$ cat config.mk
export PLATFORM = sky130hd
export DESIGN_NAME = nco_phase_accumulator_flat
export DESIGN_NICKNAME = d
export VERILOG_FILES = /design/src/rtl/nco_phase_accumulator_if.sv /design/src/rtl/nco_phase_accumulator.sv /design/src/flat_wrapper.sv
export SDC_FILE = /design/constraint.sdc
export NUM_CORES = 1
export LEC_CHECK = 0
export BUFFER_PORTS_ARGS = -buffer_cell sky130_fd_sc_hd__buf_2
export CAP_MARGIN = 5
export CORE_UTILIZATION = 60
export CTS_CLUSTER_SIZE = 14
export DETAILED_ROUTE_END_ITERATION = 10
export PLACE_DENSITY = 0.79
export SLEW_MARGIN = 20
export SYNTH_ARGS = -nofsm -noshare
export SYNTH_HDL_FRONTEND = slang
export SYNTH_SLANG_ARGS = --single-unit
$ cat constraint.sdc
create_clock -name i_clock -period 4.14 [get_ports i_clock]
set_input_delay 0.414 -clock i_clock [delete_from_list [all_inputs] [get_ports i_clock]]
set_output_delay 0.414 -clock i_clock [all_outputs]
set_load 0.03 [all_outputs]
$ cat src/rtl/nco_phase_accumulator_if.sv
// Control/observation bundle for the NCO phase accumulator: tuning-word load
// path from the SPI latch and the oscillator outputs to the voice stage.
interface nco_phase_accumulator_if #(
    parameter int SAW_WIDTH = 8
);
    logic [31:0]          i_tuning_word;
    logic                 i_word_strobe;
    logic                 i_sync;
    logic                 o_square;
    logic [SAW_WIDTH-1:0] o_saw;
    logic                 o_wrap;
    logic                 o_pending;

    modport master (
        output i_tuning_word,
        output i_word_strobe,
        output i_sync,
        input  o_square,
        input  o_saw,
        input  o_wrap,
        input  o_pending
    );

    modport slave (
        input  i_tuning_word,
        input  i_word_strobe,
        input  i_sync,
        output o_square,
        output o_saw,
        output o_wrap,
        output o_pending
    );
endinterface

$ cat src/rtl/nco_phase_accumulator.sv
// Phase-accumulator oscillator with prescaled ticks, hard sync and glitch-free
// tuning-word updates (immediate or deferred to the next phase wrap).
module nco_phase_accumulator #(
    parameter int SAW_WIDTH      = 8,
    parameter int PRESCALE       = 1,
    parameter int UPDATE_AT_WRAP = 1
) (
    input  logic                   i_clock,
    input  logic                   i_reset_n,
    nco_phase_accumulator_if.slave bus
);

    localparam logic [15:0] TICK_LAST = 16'(PRESCALE - 1);
    localparam bit          IMMEDIATE = (UPDATE_AT_WRAP == 0);

    typedef enum logic [1:0] {
        ST_STOPPED = 2'd0,
        ST_RUNNING = 2'd1,
        ST_PENDING = 2'd2
    } state_e;

    state_e      state_q, state_d;
    logic [31:0] acc_q, acc_d;
    logic [31:0] inc_q, inc_d;
    logic [31:0] shadow_q, shadow_d;
    logic [15:0] cnt_q, cnt_d;
    logic        wrap_q, wrap_d;

    logic        tick;
    logic [32:0] sum;
    logic        carry;
    logic        wrap_event;
    logic        load_direct;
    logic        pending_out;

    assign tick  = (cnt_q == TICK_LAST);
    assign sum   = {1'b0, acc_q} + {1'b0, inc_q};
    assign carry = sum[32];

    // Hard sync behaves like a wrap for the purpose of releasing a pending word.
    assign wrap_event  = bus.i_sync | (tick & carry);
    assign load_direct = bus.i_word_strobe &
                         (IMMEDIATE | (state_q == ST_STOPPED) | wrap_event);

    // State register and datapath registers
    always_ff @(posedge i_clock or negedge i_reset_n) begin
        if (!i_reset_n) begin
            state_q  <= ST_STOPPED;
            acc_q    <= '0;
            inc_q    <= '0;
            shadow_q <= '0;
            cnt_q    <= '0;
            wrap_q   <= 1'b0;
        end else begin
            state_q  <= state_d;
            acc_q    <= acc_d;
            inc_q    <= inc_d;
            shadow_q <= shadow_d;
            cnt_q    <= cnt_d;
            wrap_q   <= wrap_d;
        end
    end

    // Next-state logic
    always_comb begin
        state_d = state_q;
        if (load_direct) begin
            state_d = (bus.i_tuning_word != 32'd0) ? ST_RUNNING : ST_STOPPED;
        end else if (bus.i_word_strobe) begin
            state_d = ST_PENDING;
        end else if ((state_q == ST_PENDING) && wrap_event) begin
            state_d = (shadow_q != 32'd0) ? ST_RUNNING : ST_STOPPED;
        end
    end

    // Accumulator, prescaler and increment update; sync discards this cycle's tick.
    always_comb begin
        acc_d    = acc_q;
        cnt_d    = cnt_q;
        wrap_d   = 1'b0;
        inc_d    = inc_q;
        shadow_d = shadow_q;

        if (bus.i_sync) begin
            acc_d = '0;
            cnt_d = '0;
        end else if (tick) begin
            acc_d  = sum[31:0];
            cnt_d  = '0;
            wrap_d = carry;
        end else begin
            cnt_d = cnt_q + 16'd1;
        end

        if (bus.i_word_strobe) begin
            shadow_d = bus.i_tuning_word;
        end

        if (load_direct) begin
            inc_d = bus.i_tuning_word;
        end else if ((state_q == ST_PENDING) && wrap_event) begin
            inc_d = shadow_q;
        end
    end

    // Output logic
    always_comb begin
        pending_out = 1'b0;
        if (state_q == ST_PENDING) begin
            pending_out = 1'b1;
        end
    end

    assign bus.o_square  = acc_q[31];
    assign bus.o_wrap    = wrap_q;
    assign bus.o_pending = pending_out;

    for (genvar gi = 0; gi < SAW_WIDTH; gi++) begin : g_saw
        assign bus.o_saw[gi] = acc_q[32 - SAW_WIDTH + gi];
    end

endmodule

$ cat src/flat_wrapper.sv
// flat-port wrapper written by rule: the top's interface ports become plain ports
module nco_phase_accumulator_flat 
#(
    parameter int SAW_WIDTH      = 8,
    parameter int PRESCALE       = 1,
    parameter int UPDATE_AT_WRAP = 1
)
  (i_clock, i_reset_n, bus_i_tuning_word, bus_i_word_strobe, bus_i_sync, bus_o_square, bus_o_saw, bus_o_wrap, bus_o_pending);
  nco_phase_accumulator_if #(.SAW_WIDTH(SAW_WIDTH)) bus_i ();
  input  logic i_clock;
  input  logic i_reset_n;
  input wire logic [$bits(bus_i.i_tuning_word)-1:0] bus_i_tuning_word;
  input wire logic [$bits(bus_i.i_word_strobe)-1:0] bus_i_word_strobe;
  input wire logic [$bits(bus_i.i_sync)-1:0] bus_i_sync;
  output wire logic [$bits(bus_i.o_square)-1:0] bus_o_square;
  output wire logic [$bits(bus_i.o_saw)-1:0] bus_o_saw;
  output wire logic [$bits(bus_i.o_wrap)-1:0] bus_o_wrap;
  output wire logic [$bits(bus_i.o_pending)-1:0] bus_o_pending;
  assign bus_i.i_tuning_word = bus_i_tuning_word;
  assign bus_i.i_word_strobe = bus_i_word_strobe;
  assign bus_i.i_sync = bus_i_sync;
  assign bus_o_square = bus_i.o_square;
  assign bus_o_saw = bus_i.o_saw;
  assign bus_o_wrap = bus_i.o_wrap;
  assign bus_o_pending = bus_i.o_pending;
  nco_phase_accumulator #(.SAW_WIDTH(SAW_WIDTH), .PRESCALE(PRESCALE), .UPDATE_AT_WRAP(UPDATE_AT_WRAP)) u_core (.i_clock(i_clock), .i_reset_n(i_reset_n), .bus(bus_i));
endmodule
==> flow_metrics.env <==
export IMPL_status="finished, final reports clean"
export IMPL_min_from="bus_i_tuning_word[19]"
export IMPL_vdd_drop_max_mv=0.4989
export IMPL_finish_net_count=772
export IMPL_ys_types=55
export IMPL_finalClockSkew_ns=0.007415
export IMPL_detail_route_wl_per_cell_um=19.35
export IMPL_hold_path_class="input pin to flip-flop"
export IMPL_worstPathCellList="ha_1 -> inv_1 -> fa_1 -> nor2b_1 -> o211a_1 -> o211ai_1 -> a31oi_1 -> a2111oi_4 -> o21ai_2 -> o21a_1 -> nor2_2 -> buf_4 -> mux2_2"
export IMPL_worst_slew_pin_slew_ns=0.9715
export IMPL_vias=5426
export IMPL_whs_path_depth=2
export IMPL_grt_usage_pct=31.24
export IMPL_ys_seq_elements=115
export IMPL_endpoint_kind="flip-flop"
export IMPL_dp_cells=817
export IMPL_yosysWarnings=0
export IMPL_seqCellArea_um2=2878
export IMPL_io_pins=47
export IMPL_synth_edff_count=0
export IMPL_clock_root_buffer="clkbuf_8"
export IMPL_fin_setup_tns_ns=0
export IMPL_synthFlopType="dfrtp_1"
export IMPL_cts_tree="done"
export IMPL_grt_ovfl_total=0
export IMPL_worstPathRequired_ns=4.57
export IMPL_postSynthCellCount=662
export IMPL_rsz0062_at_grt="false"
export IMPL_syn_area_per_cell_um2=9.953
export IMPL_ys_seq_area_share_pct=43.68
export IMPL_cts_buffers=17
export IMPL_slowest_stage="a2111oi_4"
export IMPL_cts_setup_buffers=0
export IMPL_vias_per_cell=6.384
export IMPL_synth_top_cell_by_area="dfrtp_1"
export IMPL_core_um2=10460
export IMPL_gp_congestion=0.9474
export IMPL_fin_cells=850
export IMPL_crit_family="compound AO/OA/AOI/OAI gates"
export IMPL_finalMaxSlewViolations=0
export IMPL_synth_async_reset_ratio_pct=100.0
export IMPL_cts_sinks=115
export IMPL_drtIter0Drc=423
export IMPL_diodes=0
export IMPL_worstSetupStartpointType="flip-flop"
export IMPL_htreeDepth=4
export IMPL_pwr_density_cell_nw_per_um2=790.1
export IMPL_grt_max_degree=57
export IMPL_wl_met3_mm=1.021
export IMPL_layout_commonest_cell="dfrtp_1"
export IMPL_dieHeight_um=106.8
export IMPL_criticalPathCategory="flip-flop to flip-flop"
export IMPL_maxUsedRoutingLayer="met4"
export IMPL_post_route_min_period_ns=3.673
export IMPL_drive_above_1_share_pct=18.77
export IMPL_dp_slack_ns=0.5092
export IMPL_mappedNetlistNets=733
export IMPL_synthTopCellsByArea="dfrtp_1 (44%), mux2_2 (7.3%), ha_1 (6.5%)"
export IMPL_wl_mm=16.45
export IMPL_cp_num_buf_inv=2
export IMPL_initial_core_util_pct=62.98
export IMPL_drc=0
export IMPL_cts_buffer_depth=2
export IMPL_syn_area_um2=6589
export IMPL_firstDrtPassIters=5
export IMPL_cp_max_fo=20
export IMPL_cp_arrival_ns=4.10
export IMPL_slew_headroom_pct=35.24
export IMPL_grt_pass1_vias=5411
export IMPL_fmax_ghz=0.2722
export IMPL_r2r_end="u_core.inc_q[19]"
export IMPL_clkLatencyLatePin_ns=0.55
export IMPL_drv_cap=0
export IMPL_fillCellCount=786
export IMPL_worstReg2RegStart="u_core.inc_q[0]"
export IMPL_fin_ws_ns=0.4666
export IMPL_period_share_pct=88.73
export IMPL_synth_top_area_share_pct=43.68
export IMPL_ant_nets=0
export IMPL_m1WireLength_mm=7.228
export IMPL_met2_length_mm=7.778
export IMPL_reg2regPathDepth=13
export IMPL_area_growth_pct=13.35
export IMPL_rows=37
export IMPL_slowest_delay_ns=0.47
export IMPL_leakage_nw=3.436
export IMPL_hold_violations=0
export IMPL_crit_start="u_core.inc_q[0]"
export IMPL_timing_hold_ws_ns=0.1468
export IMPL_multiInputGateArea_um2=3476
export IMPL_grt_first_pass_wirelength_mm=27.18
export IMPL_dieArea_um2=11400
export IMPL_fin_total_pwr_w=0.005901
export IMPL_min_to="u_core.shadow_q[19]"
export IMPL_io_buffer_count=46
export IMPL_setup_violations_final=0
export IMPL_rrSetupSlack_ns=0.47
export IMPL_hpwl_mm=11.52
export IMPL_antenna_found_initial=0
export IMPL_final_cell_mix="dfrtp_1 (115), nand2_1 (55), nor2_1 (54), a21oi_1 (46), buf_2 (45)"
export IMPL_die_w_um=106.8
export IMPL_path_clk_slew_ns=0.06
-- worst max path at each step --
stage	end	slack (ns)	cells past startpoint
2_1_floorplan	u_core.inc_q[23]	1.21	11
3_3_place_gp	u_core.inc_q[18]	0.65	13
3_5_place_dp	u_core.inc_q[24]	0.51	13
4_1_cts	u_core.inc_q[20]	0.49	13
5_1_grt	u_core.inc_q[19]	0.24	13
6_report	u_core.inc_q[19]	0.47	13
-- cell families (layout without fill, tap and decap cells) --
logic type / count (synthesis) / count (layout) / share of synthesized area, %
AOI/OAI and AO/OA: 154 / 154 / 16.16
xor gates and xnor gates: 37 / 37 / 4.918
adders and majority gates: 35 / 35 / 6.760
buffers and inverters: 50 / 102 / 3.608
DFF: 115 / 115 / 43.68
muxes: 48 / 48 / 8.147
and+or+nand+nor: 223 / 223 / 16.73
-- Yosys cell counts (all sizes together) (12+ instances only) --
| library cell | number |
|---|---|
| inv | 16 |
| and3 | 22 |
| a221o | 16 |
| nand4 | 12 |
| nor4 | 19 |
| ha | 34 |
| nand2 | 55 |
| nor3 | 13 |
| xnor2 | 20 |
| buf | 16 |
| nor2 | 55 |
| nand2b | 17 |
| a21oi | 46 |
| mux2 | 45 |
| dfrtp | 115 |
| xor2 | 17 |
| clkbuf | 18 |
| o21ai | 28 |
-- worst register-to-register path, stage by stage (launching register included) --
cell and delay (ns):
dfrtp_1 0.40, ha_1 0.24, inv_1 0.08, fa_1 0.18, nor2b_1 0.07, o211a_1 0.23
o211ai_1 0.31, a31oi_1 0.20, a2111oi_4 0.47, o21ai_2 0.14, o21a_1 0.43, nor2_2 0.20
buf_4 0.25, mux2_2 0.37
-- cell type report --
class	count	share of cell area (%)
multi-input combinational	497	46.54
sequential	115	38.53
clock buffer	19	5.914
timing repair buffer	54	3.954
tap	136	2.278
clock inverter	13	1.977
inverter	16	0.8042
-- power by group --
| part | leakage (nW) | switching, W | internal [W] |
|---|---|---|---|
| Sequential | 1.43 | 0.000281 | 0.00146 |
| Combinational | 1.71 | 0.00152 | 0.00118 |
| Clock | 0.290 | 0.000568 | 0.000897 |
| Total | 3.44 | 0.00237 | 0.00353 |
-- timing repair --
action / in CTS / in global routing
resized for setup: 0 / 0
setup endpoints to repair: 0 / 0
hold endpoints to repair: 40 / 0
hold buffers: 1 / 0
-- metal layers --
layer / vias to the layer above / global-route usage (%)
li1: 2505 / -
met1: 2670 / 41.37
met2: 213 / 50.00
met3: 38 / 5.957
met4: 0 / 13.99
met5: - / 0
-- state kept, by name, indices dropped and copies added, names as in the netlist --
name and flops:
u_core.acc_q 32, u_core.inc_q 32, u_core.shadow_q 32, u_core.cnt_q 16, u_core.state_q 2, u_core.bus.o_wrap 1
-- stage by stage --
| stage | instance area (um2) | utilization, % |
|---|---|---|
| floorplan | 6589 | - |
| global placement | 6869 | 65.65 |
| detailed placement | 6869 | 65.65 |
| CTS | 7468 | 71.38 |
| global route | 7468 | 71.38 |
| finish | 7468 | 71.38 |
Note: power is estimated with default switching activity, not from simulation.
